===== config.mk =====
export PLATFORM = sky130hd
export DESIGN_NAME = ad7608_emulator_flat
export DESIGN_NICKNAME = d
export VERILOG_FILES = /design/src/rtl/ad7608_emulator_pkg.sv /design/src/rtl/ad7608_emulator_if.sv /design/src/rtl/ad7608_emulator_sync_edge.sv /design/src/rtl/ad7608_emulator.sv /design/src/flat_wrapper.sv
export SDC_FILE = /design/constraint.sdc
export NUM_CORES = 1
export LEC_CHECK = 0
export CAP_MARGIN = 20
export CORE_MARGIN = 4
export CORE_UTILIZATION = 50
export CTS_CLUSTER_SIZE = 16
export DETAILED_ROUTE_END_ITERATION = 16
export PLACE_DENSITY = 0.73
export SYNTH_ARGS = -nofsm -noshare
export SYNTH_HDL_FRONTEND = slang
export SYNTH_SLANG_ARGS = --single-unit

===== constraint.sdc =====
create_clock -name clk_in -period 2 [get_ports clk_in]
set_clock_uncertainty 0.05 [all_clocks]
set_input_delay 0.4 -clock clk_in [delete_from_list [all_inputs] [get_ports clk_in]]
set_output_delay 0.4 -clock clk_in [all_outputs]
set_load 0.01 [all_outputs]

===== src/rtl/ad7608_emulator_pkg.sv =====
// ad7608_emulator_pkg
// Shared constants for the AD7608 pin-level emulator: default geometry
// (mirrors parameters.vh), FSM state encodings and the oversampling clamp.
// No ports.
package ad7608_emulator_pkg;

    localparam int DEF_W_DATA = 18;
    localparam int DEF_N_CHAN = 8;
    localparam int DEF_W_OS   = 3;
    localparam int DEF_T_CONV = 70;

    // Largest oversampling exponent the real part supports (ratio 64).
    localparam int unsigned MAX_OS = 6;

    typedef logic [0:0] state_t;
    localparam state_t ST_IDLE    = 1'b0;
    localparam state_t ST_CONVERT = 1'b1;

    // Reserved OS codes behave like "no oversampling".
    function automatic int unsigned os_shift(input int unsigned os);
        return (os > MAX_OS) ? 0 : os;
    endfunction

endpackage


===== src/rtl/ad7608_emulator_if.sv =====
// ad7608_emulator_if
// ADC pin bundle between adc_controller (master) and the emulator (slave).
//   adc_convst_in  : conversion start, master -> slave
//   adc_reset_in   : device reset, active high, master -> slave
//   adc_sclk_in    : serial clock, master -> slave
//   adc_n_cs_in    : chip select, active low, master -> slave
//   adc_busy_out   : conversion in progress, slave -> master
//   adc_data_a_out : serial data, first half of channels, slave -> master
//   adc_data_b_out : serial data, second half of channels, slave -> master
interface ad7608_emulator_if;
    import ad7608_emulator_pkg::*;

    logic adc_convst_in;
    logic adc_reset_in;
    logic adc_sclk_in;
    logic adc_n_cs_in;
    logic adc_busy_out;
    logic adc_data_a_out;
    logic adc_data_b_out;

    modport master (
        output adc_convst_in, adc_reset_in, adc_sclk_in, adc_n_cs_in,
        input  adc_busy_out, adc_data_a_out, adc_data_b_out
    );

    modport slave (
        input  adc_convst_in, adc_reset_in, adc_sclk_in, adc_n_cs_in,
        output adc_busy_out, adc_data_a_out, adc_data_b_out
    );

endinterface


===== src/rtl/ad7608_emulator_sync_edge.sv =====
// sync_edge
// Two-flop synchronizer for an asynchronous pin followed by a registered
// edge detector.
//   clk_i   : system clock
//   rst_n_i : asynchronous active-low reset
//   d_i     : asynchronous input pin
//   level_o : synchronized level (2 cycles of latency)
//   rise_o  : one-cycle pulse on a synchronized rising edge (3 cycles)
//   fall_o  : one-cycle pulse on a synchronized falling edge (3 cycles)
module sync_edge
    import ad7608_emulator_pkg::*;
(
    input  logic clk_i,
    input  logic rst_n_i,
    input  logic d_i,
    output logic level_o,
    output logic rise_o,
    output logic fall_o
);

    logic meta_q;
    logic sync_q;
    logic prev_q;
    logic rise_q;
    logic fall_q;

    always_ff @(posedge clk_i or negedge rst_n_i) begin
        if (!rst_n_i) begin
            meta_q <= 1'b0;
            sync_q <= 1'b0;
            prev_q <= 1'b0;
            rise_q <= 1'b0;
            fall_q <= 1'b0;
        end else begin
            meta_q <= d_i;
            sync_q <= meta_q;
            prev_q <= sync_q;
            rise_q <= sync_q & ~prev_q;
            fall_q <= ~sync_q & prev_q;
        end
    end

    assign level_o = sync_q;
    assign rise_o  = rise_q;
    assign fall_o  = fall_q;

endmodule


===== src/rtl/ad7608_emulator.sv =====
// ad7608_emulator
// Pin-level responder for the AD7608 serial protocol. Snapshots a parallel
// vector of channel samples on CONVST, holds BUSY for the conversion time
// scaled by the oversampling ratio, then commits the snapshot to a shadow
// register that the serial readout shifts out MSB first.
//   clk_in        : system clock, at least 8x SCLK
//   n_rst_in      : asynchronous active-low reset
//   chan_data_in  : N_CHAN samples of W_DATA bits, ch0 in the LSBs
//   adc_os_in     : oversampling select, ratio 2^os (codes > 6 act as 0)
//   adc           : ADC pin bundle (slave side)
//   conv_done_out : one-cycle pulse when a result is committed
module ad7608_emulator
    import ad7608_emulator_pkg::*;
#(
    parameter int W_DATA = DEF_W_DATA,
    parameter int N_CHAN = DEF_N_CHAN,
    parameter int W_OS   = DEF_W_OS,
    parameter int T_CONV = DEF_T_CONV
) (
    input  logic                     clk_in,
    input  logic                     n_rst_in,
    input  logic [N_CHAN*W_DATA-1:0] chan_data_in,
    input  logic [W_OS-1:0]          adc_os_in,
    ad7608_emulator_if.slave         adc,
    output logic                     conv_done_out
);

    localparam int N_HALF = N_CHAN / 2;
    localparam int HALF_W = N_HALF * W_DATA;
    localparam int CNT_W  = $clog2((T_CONV << MAX_OS) + 1);
    localparam logic [CNT_W-1:0] T_CONV_C = CNT_W'(T_CONV);

    logic convst_lvl, convst_rise, convst_fall;
    logic reset_lvl,  reset_rise,  reset_fall;
    logic sclk_lvl,   sclk_rise,   sclk_fall;
    logic ncs_lvl,    ncs_rise,    ncs_fall;

    sync_edge u_sync_convst (
        .clk_i  (clk_in),
        .rst_n_i(n_rst_in),
        .d_i    (adc.adc_convst_in),
        .level_o(convst_lvl),
        .rise_o (convst_rise),
        .fall_o (convst_fall)
    );

    sync_edge u_sync_reset (
        .clk_i  (clk_in),
        .rst_n_i(n_rst_in),
        .d_i    (adc.adc_reset_in),
        .level_o(reset_lvl),
        .rise_o (reset_rise),
        .fall_o (reset_fall)
    );

    sync_edge u_sync_sclk (
        .clk_i  (clk_in),
        .rst_n_i(n_rst_in),
        .d_i    (adc.adc_sclk_in),
        .level_o(sclk_lvl),
        .rise_o (sclk_rise),
        .fall_o (sclk_fall)
    );

    sync_edge u_sync_ncs (
        .clk_i  (clk_in),
        .rst_n_i(n_rst_in),
        .d_i    (adc.adc_n_cs_in),
        .level_o(ncs_lvl),
        .rise_o (ncs_rise),
        .fall_o (ncs_fall)
    );

    // Edge/level outputs this block has no use for.
    logic unused_edges;
    assign unused_edges = ^{convst_lvl, convst_fall, reset_rise, reset_fall,
                            sclk_lvl, sclk_rise, ncs_rise};

    // Each half of the shadow register holds its channels ascending from the
    // LSB; the serial stream wants the lowest channel first, so reverse the
    // channel order (bits within a channel stay MSB-high).
    function automatic logic [HALF_W-1:0] msb_first(input logic [HALF_W-1:0] chans);
        logic [HALF_W-1:0] r;
        r = '0;
        for (int i = 0; i < N_HALF; i++) begin
            r[(N_HALF-1-i)*W_DATA +: W_DATA] = chans[i*W_DATA +: W_DATA];
        end
        return r;
    endfunction

    state_t                    state_q,  state_d;
    logic [CNT_W-1:0]          cnt_q,    cnt_d;
    logic [N_CHAN*W_DATA-1:0]  sample_q, sample_d;
    logic [N_CHAN*W_DATA-1:0]  shadow_q, shadow_d;
    logic                      done_q,   done_d;
    logic [HALF_W-1:0]         sh_a_q,   sh_a_d;
    logic [HALF_W-1:0]         sh_b_q,   sh_b_d;

    // Conversion FSM. Synced RESET dominates everything, including a CONVST
    // edge arriving in the same cycle.
    always_comb begin
        state_d  = state_q;
        cnt_d    = cnt_q;
        sample_d = sample_q;
        shadow_d = shadow_q;
        done_d   = 1'b0;

        if (reset_lvl) begin
            state_d  = ST_IDLE;
            cnt_d    = '0;
            sample_d = '0;
            shadow_d = '0;
        end else begin
            case (state_q)
                ST_IDLE: begin
                    if (convst_rise) begin
                        state_d  = ST_CONVERT;
                        cnt_d    = T_CONV_C << os_shift(32'(adc_os_in));
                        sample_d = chan_data_in;
                    end
                end
                default: begin
                    // Counter holds the remaining BUSY cycles including the
                    // current one, so the last busy cycle sees 1.
                    if (cnt_q <= CNT_W'(1)) begin
                        state_d  = ST_IDLE;
                        cnt_d    = '0;
                        shadow_d = sample_q;
                        done_d   = 1'b1;
                    end else begin
                        cnt_d = cnt_q - CNT_W'(1);
                    end
                end
            endcase
        end
    end

    // Serial readout. The shift registers act as the bit pointer: shifting
    // zeros in from the bottom makes the stream run out to 0 once all
    // channels have been sent.
    always_comb begin
        sh_a_d = sh_a_q;
        sh_b_d = sh_b_q;

        if (ncs_lvl) begin
            sh_a_d = '0;
            sh_b_d = '0;
        end else if (ncs_fall) begin
            sh_a_d = msb_first(shadow_q[HALF_W-1:0]);
            sh_b_d = msb_first(shadow_q[2*HALF_W-1:HALF_W]);
        end else if (sclk_fall) begin
            sh_a_d = {sh_a_q[HALF_W-2:0], 1'b0};
            sh_b_d = {sh_b_q[HALF_W-2:0], 1'b0};
        end
    end

    always_ff @(posedge clk_in or negedge n_rst_in) begin
        if (!n_rst_in) begin
            state_q  <= ST_IDLE;
            cnt_q    <= '0;
            sample_q <= '0;
            shadow_q <= '0;
            done_q   <= 1'b0;
            sh_a_q   <= '0;
            sh_b_q   <= '0;
        end else begin
            state_q  <= state_d;
            cnt_q    <= cnt_d;
            sample_q <= sample_d;
            shadow_q <= shadow_d;
            done_q   <= done_d;
            sh_a_q   <= sh_a_d;
            sh_b_q   <= sh_b_d;
        end
    end

    assign adc.adc_busy_out   = (state_q == ST_CONVERT);
    assign adc.adc_data_a_out = sh_a_q[HALF_W-1];
    assign adc.adc_data_b_out = sh_b_q[HALF_W-1];
    assign conv_done_out      = done_q;

endmodule


===== src/flat_wrapper.sv =====
// flat-port wrapper written by rule: the top's interface ports become plain ports
module ad7608_emulator_flat import ad7608_emulator_pkg::*;
#(
    parameter int W_DATA = DEF_W_DATA,
    parameter int N_CHAN = DEF_N_CHAN,
    parameter int W_OS   = DEF_W_OS,
    parameter int T_CONV = DEF_T_CONV
)
  (clk_in, n_rst_in, chan_data_in, adc_os_in, conv_done_out, adc_adc_convst_in, adc_adc_reset_in, adc_adc_sclk_in, adc_adc_n_cs_in, adc_adc_busy_out, adc_adc_data_a_out, adc_adc_data_b_out);
  ad7608_emulator_if adc_i ();
  input  logic clk_in;
  input  logic n_rst_in;
  input  logic [N_CHAN*W_DATA-1:0] chan_data_in;
  input  logic [W_OS-1:0] adc_os_in;
  output logic conv_done_out;
  input wire logic [$bits(adc_i.adc_convst_in)-1:0] adc_adc_convst_in;
  input wire logic [$bits(adc_i.adc_reset_in)-1:0] adc_adc_reset_in;
  input wire logic [$bits(adc_i.adc_sclk_in)-1:0] adc_adc_sclk_in;
  input wire logic [$bits(adc_i.adc_n_cs_in)-1:0] adc_adc_n_cs_in;
  output wire logic [$bits(adc_i.adc_busy_out)-1:0] adc_adc_busy_out;
  output wire logic [$bits(adc_i.adc_data_a_out)-1:0] adc_adc_data_a_out;
  output wire logic [$bits(adc_i.adc_data_b_out)-1:0] adc_adc_data_b_out;
  assign adc_i.adc_convst_in = adc_adc_convst_in;
  assign adc_i.adc_reset_in = adc_adc_reset_in;
  assign adc_i.adc_sclk_in = adc_adc_sclk_in;
  assign adc_i.adc_n_cs_in = adc_adc_n_cs_in;
  assign adc_adc_busy_out = adc_i.adc_busy_out;
  assign adc_adc_data_a_out = adc_i.adc_data_a_out;
  assign adc_adc_data_b_out = adc_i.adc_data_b_out;
  ad7608_emulator #(.W_DATA(W_DATA), .N_CHAN(N_CHAN), .W_OS(W_OS), .T_CONV(T_CONV)) u_core (.clk_in(clk_in), .n_rst_in(n_rst_in), .chan_data_in(chan_data_in), .adc_os_in(adc_os_in), .adc(adc_i), .conv_done_out(conv_done_out));
endmodule

==> summary.md <==
| Metric | Value |
|---|---|
| Syn-to-layout area delta | 22.7% |
| Setup WS post-layout | -0.0311 ns |
| P_sw | 6.43 mW |
| Placed cells | 2791 |
| Mean Syn Cell Area | 9.16 sq um |
| Main flop type after synthesis | dfrtp_1 |
| Internal Dissipation | 16.4 mW |
| Sequential cell area | 11600 sq um |
| Fin. max-slew vios | 0 |
| Initial antenna violation count | 0 |
| Final setup viols | 12 |
| R2R Setup Slk | -0.03 ns |
| Hold Crit Class | in -> reg |
| Clk sink count | 461 |
| Final hold violations | 0 |
| Syn_nets | 2376 |
| Synth warn | 0 |
| Core area | 39900 sq um |
| Synth async-reset ratio | 100% |
| Sw Share | 28.1% |
| # IOs | 157 |
| DRC viols | 0 |
| Chip Height | 210 um |
| Pre-CTS setup slack | -0.152 ns |
| ANT nets after route | 0 |
| Post-route insts no fill | 2898 |
| Area occupied by multi-input gates | 8000 sq um |
| Worst vdd ir | 0.519 mV |
| Max cap viols | 0 |
| First-pass GRT wire length | 82300 um |
| Worst Setup Start Kind | flop |
| Die W | 210 um |
| Tot GR Track Use | 22.2% |
| Crit path DAT | 2.37 ns |
| Commonest non-fill, non-tap cell in the layout | dfrtp_1 |
| Crit path max fanout | 54 |
| Area leader, netlist | dfrtp_1 |
| Clock Power Share | 39.1% |
| Max_slew headroom | 39.8% |
| Critical R2R Capture | u_core.shadow_q[15] |
| Layout cell share with drive strength beyond 1 | 8.93% |
| Max Freq | 492 MHz |
| H-tree depth | 2 |
| Combinational group share of total power | 18.2% |
| Post-Syn Instances | 2217 |
| Initial Util | 50.9% |
| Slew @ Worst Pin | 0.904 ns |
| Tcrit/Tclk final | 102% |
| Clock Tree Root | clkbuf_16 |
| Commonest cells after routing, fill and taps aside | dfrtp_1, a21oi_1, nor2_1 |
| DP Wirelength | 30400 um |
| Vias per cell | 5.65 |
| Flop pwr share | 42.7% |
| Iteration count of the initial detailed-routing pass | 6 |
| CP endpoint kind | flop |
| #FFs+latches synth | 461 |
| Global route overflow | 0 |
| # rows | 73 |
| Synth Cell Area | 20300 sq um |
| Worst-path clk slew | 0.06 ns |
| Synth area leaders | dfrtp_1, a21oi_1, mux2i_1 |
| Clock Path Buffers | 3 |
| Failing checks | negative setup slack |
| Status | complete, but fails checks |
| P_leak | 10.8 nW |
| Worst skew pair latency | 0.58 ns |
| Die Area | 43900 sq um |
| Antenna diodes | 0 |
| Final #Nets | 2496 |
| PD cells | 917 nW/um^2 |
| Placer congestion estimate | 0.824 |
| Final min period | 2.03 ns |
| Number of flops mapped to enable cells by yosys | 0 |
| Worst Hold End | u_core.u_sync_ncs.meta_q |
| Vias | 16.4k |
| R2R depth | 5 |
| CP required | 2.34 ns |
| Port-buffer cells | 156 |
| Total Wirelength | 51000 um |
| Register area share after synthesis | 56.8% |
| CTS Buf Count | 48 |
| 1st-iter DRT viols | 1453 |
| RSZ-0062 raised after global routing | yes |
| Worst Setup SP | u_core.cnt_q[3] |
| CTS tree | yes |
| # fillers | 3246 |
| Area share of the largest cell type after synthesis | 56.8% |
| Yosys cell types | 49 |
| DR WL/cell | 17.6 um |
| Hold path cells | 1 |
| Kind of critical path | reg -> reg |
| Vias in the first global route | 16.3k |
| TNS Setup | -0.165 ns |
| Reg-to-reg critical path startpoint | u_core.cnt_q[3] |
| Largest net degree at the start of global routing | 173 |
| Hold_sp | adc_adc_n_cs_in |
[how the worst max path moves through the flow]
stage                            to  slack, ns  cells past startpoint
5_1_grt        u_core.shadow_q[109]      -0.09                      5
3_5_place_dp        u_core.cnt_q[3]      -0.15                      9
4_1_cts         u_core.shadow_q[28]     0.0008                      5
2_1_floorplan    u_core.shadow_q[0]       0.05                      6
6_report        u_core.shadow_q[15]      -0.03                      5
3_3_place_gp        u_core.cnt_q[3]      -0.11                      9
[critical path, cell delays in order, from the launching register on]
cell and delay [ns]:
dfrtp_1 0.40, or3b_4 0.41, or3_4 0.45, buf_12 0.22, o21ai_0 0.18, a21oi_1 0.10
[kinds of logic after synthesis]
logic type	synth area share (%)
and+or+nand+nor	15.8
AOI/OAI and AO/OA	15.8
DFF	56.8
buffers and inverters	4.18
muxes	7.00
adders and majority gates	0.370
xor gates and xnor gates	0.0431
[flip-flops by register name (all words and copies together) (netlist names), 13 cells and up]
name,count
u_core.cnt_q,13
u_core.sh_a_q,72
u_core.sample_q,144
u_core.shadow_q,144
u_core.sh_b_q,72
[Yosys cell counts (2+ instances only)]
master and count:
a32o_1 4, ha_1 6, and2_1 2, dfrtp_1 461, nand2_1 297, nor3_1 7, clkbuf_1 143, nand3_1 148
o211ai_1 2, o22ai_1 3, nand4_1 4, mux2i_1 142, buf_1 18, nand2b_1 3, a21oi_1 433, a22o_1 2
buf_4 6, inv_1 13, buf_2 28, a41oi_1 2, a31oi_1 3, a211oi_1 4, nor3b_1 2, nor2b_1 8
nor2_1 298, o21ai_0 155
[per-layer routing]
| layer | track usage [%] | share of wire (%) |
|---|---|---|
| met3 | 3.18 | 5.1 |
| met4 | 6.10 | 2.2 |
| met1 | 32.5 | 46 |
| met5 | 0 | 0 |
| met2 | 35.2 | 47 |
[metrics by stage]
stage               power (mW)  hold slack, ns  cell area, sq um  utilization [%]
finish                    22.9           0.207             24900             62.5
global route              23.7           0.183             24900             62.5
global placement          13.4           0.284             22900             57.5
detailed placement        13.5           0.285             22900             57.5
floorplan                 11.7          0.0544             20300                -
CTS                       22.6           0.178             24600             61.7
[power by group through the flow]
stage | clock [mW] | sequential (mW) | combinational (mW)
floorplan | 0 | 9.84 | 1.85
global placement | 0 | 9.90 | 3.53
detailed placement | 0 | 9.91 | 3.55
CTS | 9.12 | 9.74 | 3.71
global route | 9.51 | 9.77 | 4.45
finish | 8.95 | 9.75 | 4.16
[timing repair]
action,4_1_cts,5_1_grt
pin swaps,0,0
resized for setup,9,97
endpoints found under the hold margin,34,0
hold buffers,1,0
setup buffers,2,8
setup endpoints to repair,39,149
gates cloned,1,9
[final cells by class]
cell class | instances | area share, %
multi-input cells | 1548 | 32.1
flip-flops and latches | 461 | 46.3
well taps | 525 | 2.63
clock inverters | 19 | 0.738
inverters | 13 | 0.196
clock buffers | 67 | 5.63
repair buffers | 265 | 12.4
Power figures use the tool's default switching activity.
